`src/rtl/seq_pkg.sv`:
```
// Shared definitions for the datapath sequencer: FSM state encodings,
// instruction field positions and ULAControl opcodes.
package seq_pkg;

  typedef enum logic [2:0] {
    S_IDLE      = 3'd0,
    S_DECODE    = 3'd1,
    S_EXECUTE   = 3'd2,
    S_WRITEBACK = 3'd3,
    S_DONE      = 3'd4
  } seq_state_e;

  typedef enum logic [2:0] {
    ULA_ADD  = 3'd0,
    ULA_SUB  = 3'd1,
    ULA_AND  = 3'd2,
    ULA_OR   = 3'd3,
    ULA_XOR  = 3'd4,
    ULA_SLT  = 3'd5,
    ULA_SHL  = 3'd6,
    ULA_RSVD = 3'd7
  } ula_op_e;

  localparam int OP_LSB      = 13;
  localparam int RD_LSB      = 10;
  localparam int RS1_LSB     = 7;
  localparam int RS2_LSB     = 4;
  localparam int SRC_IMM_BIT = 3;
  localparam int WB_EN_BIT   = 2;

  localparam logic [2:0] OP_RESERVED = ULA_RSVD;

  typedef struct packed {
    logic [2:0] op;
    logic [2:0] rd;
    logic [2:0] rs1;
    logic [2:0] rs2;
    logic       src_imm;
    logic       wb_en;
  } instr_fields_t;

endpackage

```
`src/rtl/instr_decode.sv`:
```
// Combinational unpacking of a latched 16-bit instruction into its fields,
// plus a legality bit (reserved opcode is illegal).
module instr_decode
  import seq_pkg::*;
(
  input  logic [15:0]   instr,
  output instr_fields_t fields,
  output logic          legal
);

  logic unused_rsvd_bits;
  assign unused_rsvd_bits = ^instr[1:0];

  always_comb begin
    fields         = '0;
    fields.op      = instr[OP_LSB  +: 3];
    fields.rd      = instr[RD_LSB  +: 3];
    fields.rs1     = instr[RS1_LSB +: 3];
    fields.rs2     = instr[RS2_LSB +: 3];
    fields.src_imm = instr[SRC_IMM_BIT];
    fields.wb_en   = instr[WB_EN_BIT];
    legal          = (fields.op != OP_RESERVED);
  end

endmodule

```
`src/rtl/datapath_sequencer.sv`:
```
// Multi-cycle IDLE/DECODE/EXECUTE/WRITEBACK/DONE controller for the 8-bit
// register-file/ULA datapath. Define SEQ_STEP_EN for single-step operation.
module datapath_sequencer
  import seq_pkg::*;
#(
  parameter int DATA_W = 8,
  parameter int ADDR_W = 3,
  parameter int CNT_W  = 8
) (
  input  logic              iCLK,
  input  logic              iRST_N,
  input  logic              instr_valid,
  output logic              instr_ready,
  input  logic [15:0]       instr,
  input  logic              step,
  output logic [ADDR_W-1:0] rf_raddr1,
  output logic [ADDR_W-1:0] rf_raddr2,
  output logic [ADDR_W-1:0] rf_waddr,
  output logic              rf_we,
  output logic              alu_src_sel,
  output logic [2:0]        alu_ctrl,
  input  logic [DATA_W-1:0] alu_result,
  input  logic              alu_zero,
  output logic [DATA_W-1:0] wb_data,
  output logic              zero_flag,
  output logic              done,
  output logic              busy,
  output logic              illegal,
  output logic [CNT_W-1:0]  retired,
  output logic [2:0]        state_dbg
);

  seq_state_e    state;
  logic [15:0]   instr_q;
  instr_fields_t fields;
  logic          legal;
  logic          advance;

`ifdef SEQ_STEP_EN
  assign advance = step;
`else
  logic unused_step;
  assign unused_step = step;
  assign advance     = 1'b1;
`endif

  instr_decode u_instr_decode (
    .instr  (instr_q),
    .fields (fields),
    .legal  (legal)
  );

  // Datapath controls are plain slices of the latched instruction register,
  // so they are flop outputs and stay stable from DECODE through WRITEBACK.
  assign rf_raddr1   = ADDR_W'(fields.rs1);
  assign rf_raddr2   = ADDR_W'(fields.rs2);
  assign rf_waddr    = ADDR_W'(fields.rd);
  assign alu_src_sel = fields.src_imm;
  assign alu_ctrl    = fields.op;
  assign state_dbg   = state;

  always_ff @(posedge iCLK or negedge iRST_N) begin
    if (!iRST_N) begin
      state       <= S_IDLE;
      instr_q     <= '0;
      instr_ready <= 1'b1;
      rf_we       <= 1'b0;
      wb_data     <= '0;
      zero_flag   <= 1'b0;
      done        <= 1'b0;
      busy        <= 1'b0;
      illegal     <= 1'b0;
      retired     <= '0;
    end else begin
      done <= 1'b0;
      unique case (state)
        S_IDLE: begin
          if (instr_valid && instr_ready) begin
            instr_q     <= instr;
            instr_ready <= 1'b0;
            busy        <= 1'b1;
            state       <= S_DECODE;
          end
        end
        S_DECODE: begin
          if (advance) begin
            if (!legal) illegal <= 1'b1;
            state <= S_EXECUTE;
          end
        end
        S_EXECUTE: begin
          if (advance) begin
            wb_data   <= alu_result;
            zero_flag <= alu_zero;
            rf_we     <= fields.wb_en && legal;
            state     <= S_WRITEBACK;
          end
        end
        S_WRITEBACK: begin
          if (advance) begin
            rf_we   <= 1'b0;
            done    <= 1'b1;
            retired <= retired + CNT_W'(1);
            state   <= S_DONE;
          end
        end
        S_DONE: begin
          instr_ready <= 1'b1;
          busy        <= 1'b0;
          state       <= S_IDLE;
        end
        default: begin
          rf_we       <= 1'b0;
          instr_ready <= 1'b1;
          busy        <= 1'b0;
          state       <= S_IDLE;
        end
      endcase
    end
  end

endmodule

```
`config.mk`:
```
export PLATFORM = sky130hd
export DESIGN_NAME = datapath_sequencer
export DESIGN_NICKNAME = d
export VERILOG_FILES = /design/src/rtl/seq_pkg.sv /design/src/rtl/instr_decode.sv /design/src/rtl/datapath_sequencer.sv
export SDC_FILE = /design/constraint.sdc
export NUM_CORES = 1
export LEC_CHECK = 0
export BUFFER_PORTS_ARGS = -buffer_cell sky130_fd_sc_hd__buf_2
export CORE_MARGIN = 4
export CORE_UTILIZATION = 43
export CTS_CLUSTER_SIZE = 10
export DETAILED_ROUTE_END_ITERATION = 8
export GPL_TIMING_DRIVEN = 0
export PLACE_DENSITY_LB_ADDON = 0.3
export SYNTH_ARGS = -nofsm -noshare
export SYNTH_HDL_FRONTEND = slang
export SYNTH_SLANG_ARGS = --single-unit
```
`constraint.sdc`:
```
create_clock -name iCLK -period 1.5 [get_ports iCLK]
set_clock_uncertainty 0.05 [all_clocks]
set_input_delay 0.075 -clock iCLK [delete_from_list [all_inputs] [get_ports iCLK]]
set_output_delay 0.075 -clock iCLK [all_outputs]
set_load 0.01 [all_outputs]
```
======== Yosys cells after proc, flatten, opt, wreduce, memory -nomap -nowiden ========
Cells that the tools add are included.
cells by class
  bitwise logic cells ..................... 2
  $add $sub $neg .......................... 1
  mux-type cells .......................... 8
  equality and inequality tests ........... 6
  reduce and logical (&&, ||, !) cells .... 8
operators with widths
  kind                                                  number
  case mux 3 bit (4 select lines)                       1
  adder 8 x 1 -> 8 bit (second input constant)          1
  equality test 3 x 2 -> 1 bit (second input constant)  2
  case mux 1 bit (2 select lines)                       3
  AND reduction 2 bit                                   3
  OR reduction 3 bit                                    2
  equality test 3 x 1 -> 1 bit (second input constant)  1
  equality test 3 bit (second input constant)           1
  zero test 3 bit                                       1
  2-to-1 mux 1 bit                                      3
  2-to-1 mux 3 bit                                      1
  inequality test 3 bit (second input constant)         1
  logical AND 1 bit                                     2
  inequality test 2 bit (second input constant)         1
  inverter 1 bit                                        2
storage, ports and cells
  word-level logic and storage cells ...... 35
  input port bits ......................... 29
  register bits after elaboration ......... 41

======== Longest topological paths before layout ========
Gate-level depths: netlist of run 1.
  depth in word-level cells ............... 4
  mapped depth ............................ 5
  gate-level depth less buffers ........... 4

======== Hierarchy ========
From an unflattened synthesis of run 1, not the netlist that was laid out.
second synthesis, totals
  cells, all modules ...................... 127
  area, all modules ....................... 1,756.7 um2
modules (own cells, without submodules)
  module              cells an instance  times used  area an instance (um2)
  datapath_sequencer  112                1           1,646.6
  instr_decode        15                 1           110.1

======== Worst setup path after synthesis of run 1 ========
No wires, ideal clock.
  path type ............................... register to register
  from .................................... reg state[0], in the netlist state_dbg[0]
  to ...................................... reg instr_q[10]
  path buffers ............................ 2
  setup slack ............................. -0.183 ns
  data arrival time ....................... 1.508 ns
  cell stages (with the launch flop) ...... 5
  path through ............................ dfrtp_1 -> buf_4 -> nor4_4 -> buf_6 -> mux2_4
between the ends
  word-level cells in the longest chain between the ends .. 2
ends and longest elaborated chain
  element                               RTL line                  text
  start, declared                       datapath_sequencer.sv:33  seq_state_e state;
  start signal, assigned                datapath_sequencer.sv:64  state <= S_IDLE;
  start signal, assigned                datapath_sequencer.sv:82  state <= S_DECODE;
  start signal, assigned                datapath_sequencer.sv:88  state <= S_EXECUTE;
  zero test 3 bit                       datapath_sequencer.sv:76  unique case (state)
  AND reduction 2 bit (no source line)  --
  end signal, assigned                  datapath_sequencer.sv:79  instr_q <= instr;
  end, declared                         datapath_sequencer.sv:34  logic [15:0] instr_q;
Every way passes these cells.
A chain may end at the register's enable or synchronous reset.

======== Worst setup path after layout of run 1 ========
  from .................................... reg state[0], in the netlist state_dbg[0]
  to ...................................... reg instr_q[13]
The elaborated chain is that of the path after synthesis.

==> out/metrics.yaml, run 1 <==
die:
  chipWidth_um: 70.2
  area_of_the_core_mm2: 0.00369
  io_pins: 67
  die-area_mm2: 0.00492
  die_height_um: 70.2
  initial_utilization_pct: 45.0
  placementRows: 22
min_path:
  holdPathEnd: "state_dbg[0]"
  worstHoldPathCells: 3
  path_class_of_the_lowest_slack_min_delay_path: "in2reg"
  hold_start: "instr_valid"
cells_and_area:
  final_core_utilization_pct: 66.2
  area_delta_synth_final_pct: 47.0
  count_of_nets_after_finishing: 253
  final_layout_size_suffix_gt1_share_pct: 54.1
  num_antenna_cells: 0
  final_cell_area_mm2: 0.00244
critical_path:
  critical_path.reg2reg.startpoint: "state_dbg[0]"
  highest_net_fanout_along_the_worst_path: 10
  r2r_setup_slack_ns: -0.06
  crit_type: "reg2reg"
  cp_data_required_time_ns: 1.62
  startpoint_type: "register"
  cell_count_of_the_worst_reg_to_reg_path: 4
  rr_endpoint: "instr_q[13]"
  worstPathArrival_ns: 1.67
  end_kind: "register"
logic_synthesis:
  synth-edff-count: 0
  postSynthNetCount: 151
  synth.largest_area_cell: "sky130_fd_sc_hd__dfrtp_1"
  synthTopCellsByArea: "sky130_fd_sc_hd__dfrtp_1 (57%), sky130_fd_sc_hd__mux2_2 (10%), sky130_fd_sc_hd__mux2_4 (7.2%)"
  synth_async_sr_flop_share_pct: 100
  synthDistinctLibCells: 24
  seq_area_frac_synth_pct: 58.8
  synth_instances: 121
  synth-main-ff-cell: "sky130_fd_sc_hd__dfrtp_1"
  ys.warnings.count: 0
  postSynthRegisterBits: 39
  synth_largest_type_area_fraction_pct: 57.2
  synthesis.area_mm2: 0.00166
  syn_area_per_cell_um2: 13.7
sta:
  grt_setup_unrepaired: "yes"
  setup_viol: 14
  setup_slack_ns: -0.0559
  slew_headroom_pct: 45.0
  maxSlewViolCount: 0
  fin_crit_sh_pct: 104
  timing.final.crit_period_ns: 1.56
  fmax_ghz: 0.643
  finalHoldViolCount: 0
  tightest_slew_ns: 0.825
detailed_routing:
  drt_drc_violations_left: 0
  final_wirelength_mm: 3.50
  drt_iter0_drc: 24
  antenna_left: 0
  first_pass_iters: 4
  routed-via-count: 1245
  routed_via_density: 4.61
  detail_route.wl_per_cell_um: 13.0
placement:
  placedInstanceArea_mm2: 0.00204
  place.detailed.hpwl_mm: 2.36
  worst_slack_placed_ns: -0.271
  io_buffer_count: 63
  gp_congestion: 0.738
cts:
  cts.sinks: 39
  library_cell_used_as_clock_root_buffer: "sky130_fd_sc_hd__clkbuf_8"
  cts.clk_slew.worst_paths_ns: 0.06
  inserted_clock_buffers: 5
  cts_buffer_depth: 2
  tritoncts: "done"
  cts_htree_levels: 2
  insertion_delay_ns: 0.28
grt:
  initial_antenna_violation_count: 0
  grt_max_degree: 40
  grt_first_pass_wirelength_mm: 5.78
  grt_util_all_layers_pct: 15.0
  first_global_vias: 1315
  globalRoute.totalOverflow: 0
outcome:
  outcome: "complete, but fails checks"
  violations: "negative setup slack"
power_and_ir_drop:
  max-vdd-ir-drop_uv: 1010
  p_per_area_mw_per_mm2: 1980
  power_leakage_nw: 1.26
job:
  max-cap-violations: 0
-- area by class of cell --
type                            instances  area [µm²]
Inverter                                3        11.3
Sequential cell                        39         977
Clock buffer                            6        72.6
Timing Repair Buffer                   95         619
Buffer                                 17         136
Fill cell                             284        1250
Tap cell                               48        60.1
Multi-Input combinational cell         62         566
-- stage by stage --
step	TNS, ns	cells	total power, mW	hold WS (ns)
2_1_floorplan	-1.70	121	3.26	-0.271
3_3_place_gp	-2.27	232	3.89	0.157
3_5_place_dp	-2.78	232	3.97	0.181
4_1_cts	-0.377	266	4.74	0.0719
5_1_grt	-1.74	270	5.16	0.0900
6_report	-0.517	270	4.83	0.0807
-- timing repair --
item | 4_1_cts | 5_1_grt
hold buffers | 24 | 0
endpoints found under the setup margin | 25 | 25
setup buffers | 4 | 4
pin swaps | 1 | 1
gates resized for setup | 2 | 7
endpoints found under the hold margin | 61 | 0
-- cells in the mapped netlist, types with 2 or more instances --
cell / number
sky130_fd_sc_hd__inv_1: 3
sky130_fd_sc_hd__nand4_1: 3
sky130_fd_sc_hd__mux2_4: 8
sky130_fd_sc_hd__xor2_1: 3
sky130_fd_sc_hd__xnor2_1: 5
sky130_fd_sc_hd__buf_6: 2
sky130_fd_sc_hd__dfrtp_1: 38
sky130_fd_sc_hd__nand3_1: 3
sky130_fd_sc_hd__mux2_2: 15
sky130_fd_sc_hd__nor2_1: 4
sky130_fd_sc_hd__nand3b_1: 2
sky130_fd_sc_hd__buf_2: 2
sky130_fd_sc_hd__nand2_1: 8
sky130_fd_sc_hd__nor3_1: 3
sky130_fd_sc_hd__buf_4: 13
-- per-layer routing --
metal / track usage, % / routed length, µm / share of wire (%) / up-vias
met4: 7.02 / 41 / 1.2 / 0
li1: - / - / - / 596
met5: 0 / 0 / 0 / -
met1: 17.6 / 1530 / 44 / 609
met2: 25.1 / 1730 / 49 / 34
met3: 4.32 / 198 / 5.7 / 6
-- how the worst max path moves through the flow --
stage | start | to | slack, ns | cells past startpoint
final | state_dbg[0] | instr_q[13] | -0.06 | 4
after global routing | state_dbg[0] | instr_q[13] | -0.12 | 4
after CTS | state_dbg[1] | instr_q[6] | -0.04 | 4
after detailed placement | state_dbg[0] | instr_q[13] | -0.27 | 4
after global placement | state_dbg[0] | instr_q[15] | -0.24 | 4
after floorplan | state_dbg[0] | instr_q[10] | -0.18 | 4
-- cell families after synthesis --
kind of cell | after synthesis | share of synthesized area [%]
buf+inv | 20 | 8.51
flops | 39 | 58.8
fa+ha+maj | 1 | 0.753
compound gates | 2 | 0.753
mux | 23 | 17.4
simple gates | 28 | 9.56
xor+xnor | 8 | 4.22
-- worst max-delay path, stage by stage (launching register included) --
cell,delay [ns]
sky130_fd_sc_hd__dfrtp_1,0.39
sky130_fd_sc_hd__buf_6,0.14
sky130_fd_sc_hd__nor4_4,0.33
sky130_fd_sc_hd__buf_6,0.22
sky130_fd_sc_hd__mux2_4,0.31
-- flip-flops by register name, indices dropped and copies added (netlist names), 3 cells and up --
register	count
retired	8
instr_q	14
wb_data	8
state_dbg	3
-- placed cells by master (no fill, tap or decap) --
cell,synthesis,routed
sky130_fd_sc_hd__nor2_1,4,4
sky130_fd_sc_hd__nor3b_1,1,1
sky130_fd_sc_hd__nand2_1,8,8
sky130_fd_sc_hd__nand3_1,3,3
sky130_fd_sc_hd__clkbuf_1,0,1
sky130_fd_sc_hd__dlygate4sd3_1,0,24
sky130_fd_sc_hd__or2_2,1,1
sky130_fd_sc_hd__nor3_1,3,3
sky130_fd_sc_hd__dfstp_2,1,1
sky130_fd_sc_hd__clkbuf_8,0,5
sky130_fd_sc_hd__inv_1,3,2
sky130_fd_sc_hd__nor4b_1,1,1
sky130_fd_sc_hd__inv_2,0,1
sky130_fd_sc_hd__xnor2_1,5,5
sky130_fd_sc_hd__buf_2,2,64
sky130_fd_sc_hd__mux2_2,15,9
sky130_fd_sc_hd__mux2_4,8,14
sky130_fd_sc_hd__buf_6,2,4
sky130_fd_sc_hd__nand4_1,3,3
sky130_fd_sc_hd__a21o_1,1,1
sky130_fd_sc_hd__buf_4,13,20
sky130_fd_sc_hd__a21oi_1,1,1
sky130_fd_sc_hd__nand3b_1,2,2
sky130_fd_sc_hd__dfrtp_1,38,38
sky130_fd_sc_hd__and3_1,1,1
sky130_fd_sc_hd__ha_1,1,1
sky130_fd_sc_hd__nor4_4,1,1
sky130_fd_sc_hd__xor2_1,3,3
-- power by group --
group	internal (mW)	total [mW]	switching [mW]
logic	1.39	2.35	0.953
registers	1.55	1.86	0.316
clock network	0.309	0.619	0.310
(Power assumes the default switching activity.)
==> run 2, diff against run 1 <==
--- a/config.mk
+++ b/config.mk
@@ -5,6 +5,7 @@
 export SDC_FILE = /design/constraint.sdc
 export NUM_CORES = 1
 export LEC_CHECK = 0
+export ABC_AREA = 0
 export BUFFER_PORTS_ARGS = -buffer_cell sky130_fd_sc_hd__buf_2
 export CORE_MARGIN = 4
 export CORE_UTILIZATION = 43
@@ -14,4 +15,5 @@
 export PLACE_DENSITY_LB_ADDON = 0.3
 export SYNTH_ARGS = -nofsm -noshare
 export SYNTH_HDL_FRONTEND = slang
+export SYNTH_HIERARCHICAL = 1
 export SYNTH_SLANG_ARGS = --single-unit
==> constraint.sdc (replaced) <==
create_clock -name iCLK -period 1.5 [get_ports iCLK]
set_clock_uncertainty 0.05 [all_clocks]
set_input_delay 0.075 -clock iCLK [delete_from_list [all_inputs] [get_ports iCLK]]
set_output_delay 0.075 -clock iCLK [all_outputs]
set_load 0.1 [all_outputs]
==> run 2 against run 1 <==
  * The run still ends with negative setup slack left
  * Final area rose by 4.9%
  * Core utilization grew 2.7 points
  * Register-to-register slack about the same
  * Wire length rose by 5.6%
  * Global-route usage increased by 0.63 points
  * Setup slack lost 0.0074 ns
  * Sequential share of layout area is 0.95 points lower
  * Critical path type unchanged
==> out/metrics.yaml, run 2 <==
job:
  max-cap-violations: 0  # unchanged
cts:
  cts_htree_levels: 2  # unchanged
  inserted_clock_buffers: 5  # unchanged
  library_cell_used_as_clock_root_buffer: "sky130_fd_sc_hd__clkbuf_8"
  cts.clk_slew.worst_paths_ns: 0.07  # about the same
  cts.sinks: 39  # unchanged
  cts_buffer_depth: 2  # unchanged
  insertion_delay_ns: 0.28  # about the same
  tritoncts: "done"
cells_and_area:
  biggest_registers_after_layout: "instr_q: 14 flops, retired: 8 flops, wb_data: 8 flops"
  largest_register_ff_count: 14  # unchanged
  registers.top_by_ff_count: "instr_q"
  layout.cells.most_common: "sky130_fd_sc_hd__buf_2"
  multi_input_comb_area_um2: 606  # +7.1%
  final_layout_size_suffix_gt1_share_pct: 61.4  # +7.3 points
  post_layout_nonfiller_instances: 276  # +2.2%
  layout.filler_cells: 276  # -2.8%
  regArea_mm2: 0.00100  # +2.4%
  num_antenna_cells: 0  # unchanged
  most-common-layout-cells: "sky130_fd_sc_hd__buf_2 (62), sky130_fd_sc_hd__dfrtp_1 (28), sky130_fd_sc_hd__dlygate4sd3_1 (24), sky130_fd_sc_hd__buf_4 (24), sky130_fd_sc_hd__mux2_4 (14)"
  count_of_nets_after_finishing: 257  # +1.6%
  area_delta_synth_final_pct: 52.8
grt:
  grt_max_degree: 40  # unchanged
  initial_antenna_violation_count: 0  # unchanged
  globalRoute.totalOverflow: 0  # unchanged
  grt_first_pass_wirelength_mm: 6.18  # +6.8%
  grt_util_all_layers_pct: 15.6  # +0.63 points
  first_global_vias: 1274  # -3.1%
critical_path:
  cell_count_of_the_worst_reg_to_reg_path: 4  # unchanged
  end_kind: "register"
  timing.critical_path.slowest_cell_delay_ns: 0.63  # +0.24 ns
  crit_type: "reg2reg"
  highest_net_fanout_along_the_worst_path: 8  # -2
  cp_data_required_time_ns: 1.61  # about the same
  slowest_stage: "sky130_fd_sc_hd__dfstp_4"
  critical_path.reg2reg.startpoint: "instr_ready"
  worstPathCellList: "nand2_4 -> nor4_4 -> buf_6 -> mux2_4"
  worstPathArrival_ns: 1.68  # about the same
  startpoint_type: "register"
  r2r_setup_slack_ns: -0.06  # about the same
  rr_endpoint: "instr_q[13]"
die:
  placementRows: 22  # unchanged
  initial_utilization_pct: 45.1  # +0.070 points
  die-area_mm2: 0.00496  # +0.80%
  io_pins: 67  # unchanged
  area_of_the_core_mm2: 0.00372  # +0.75%
  chipWidth_um: 70.4  # +0.40%
  die_height_um: 70.4  # +0.40%
sta:
  fmax_ghz: 0.640  # -0.47%
  fin_tns_setup_ns: -0.665  # -0.148 ns
  finalHoldViolCount: 0  # unchanged
  timing.final.crit_period_ns: 1.56  # +0.00739 ns
  maxSlewViolCount: 0  # unchanged
  setup_viol: 14  # unchanged
  tightest_slew_ns: 0.824  # -0.00127 ns
  fin_crit_sh_pct: 104  # +0.49 points
  setup_slack_ns: -0.0633  # -0.00739 ns
  fin_worst_hold_slack_ns: 0.112  # +0.0318 ns
  grt_setup_unrepaired: "yes"
  slew_headroom_pct: 45.1  # +0.085 points
logic_synthesis:
  synthesis.area_mm2: 0.00168  # +0.90%
  postSynthNetCount: 153  # +1.3%
  synth_instances: 123  # +1.7%
  ys.warnings.count: 6  # +6
  syn_area_per_cell_um2: 13.6  # -0.74%
detailed_routing:
  routed_via_density: 4.56  # -1.2%
  final_wirelength_mm: 3.70  # +5.6%
  detail_route.wl_per_cell_um: 13.4  # +3.3%
  drt_iter0_drc: 49  # +100%
  first_pass_iters: 4  # unchanged
  antenna_left: 0  # unchanged
  drt_drc_violations_left: 0  # unchanged
  routed-via-count: 1258  # +1.0%
min_path:
  worstHoldPathCells: 3  # unchanged
  hold_start: "instr_valid"
  path_class_of_the_lowest_slack_min_delay_path: "in2reg"
  holdPathEnd: "state_dbg[0]"
placement:
  gp_congestion: 0.770  # +4.3%
  place.detailed.hpwl_mm: 2.41  # +2.4%
  io_buffer_count: 63  # unchanged
  cell_total_after_placement: 234  # +0.86%
outcome:
  outcome: "complete, but fails checks"
  violations: "negative setup slack"
## run 2: cell count changes in the layout (fill, tap and decap cells not counted), sizes merged
cell	before	now
a211o	0	1
buf	88	91
clkbuf	6	7
clkinv	0	1
dlymetal6s2s	0	1
inv	3	4
nand2	8	6
nand3	3	2
nand3b	2	1
nand4b	0	1
o21ai	0	1
## run 2: area by class of cell
cell class | instances | area share [%]
Clock inverter | 1 | 0.195
Timing Repair Buffer | 100 | 26.2
Multi-Input combinational cell | 61 | 23.6
Inverter | 4 | 0.586
Sequential cell | 39 | 39.1
Clock buffer | 7 | 2.98
Buffer | 16 | 4.98
Tap cell | 48 | 2.34
## run 2: how the worst max path moves through the flow
stage / from / end / slack [ns] / cells past startpoint
final: instr_ready / instr_q[13] / -0.06 / 4
after global routing: instr_ready / instr_q[11] / -0.08 / 4
after CTS: instr_ready / instr_q[13] / -0.20 / 4
after detailed placement: state_dbg[2] / instr_q[15] / -0.45 / 4
after global placement: state_dbg[2] / instr_q[2] / -0.43 / 4
after floorplan: state_dbg[2] / instr_q[14] / -0.48 / 4
## run 2: per-stage QoR
| stage | setup slack, ns | area (µm²) | util [%] |
|---|---|---|---|
| CTS | -0.196 | 2540 | 68.3 |
| finish | -0.0633 | 2560 | 69.0 |
| global placement | -0.430 | 2100 | 56.5 |
| detailed placement | -0.451 | 2100 | 56.5 |
| global route | -0.0765 | 2560 | 69.0 |
| floorplan | -0.479 | 1730 | - |
## run 2: critical path: cells and delay by family (launching register included)
family,cells,cell delay [ns]
buffers and inverters,1,0.21
DFF,1,0.63
muxes,1,0.31
and+or+nand+nor,2,0.24
## run 2: per-layer routing
layer	GRT usage, %	share of wire [%]	wire length [µm]	vias up
li1	-	-	-	610
met1	19.1	42	1540	596
met2	26.2	50	1840	43
met3	4.46	6.9	257	9
met4	5.32	1.8	65	0
met5	0	0	0	-
## run 2: timing repair
action / in CTS / in global routing
setup endpoints to repair: 28 / 29
pin swaps: 1 / 1
setup buffers: 6 / 6
resized for setup: 17 / 1
endpoints found under the hold margin: 61 / 0
cloned: 1 / 0
hold buffers: 24 / 0
Power of run 2 is left out: the tool's default activity adds up to more than one toggle a clock period on the data nets, which glitch-free logic cannot reach.
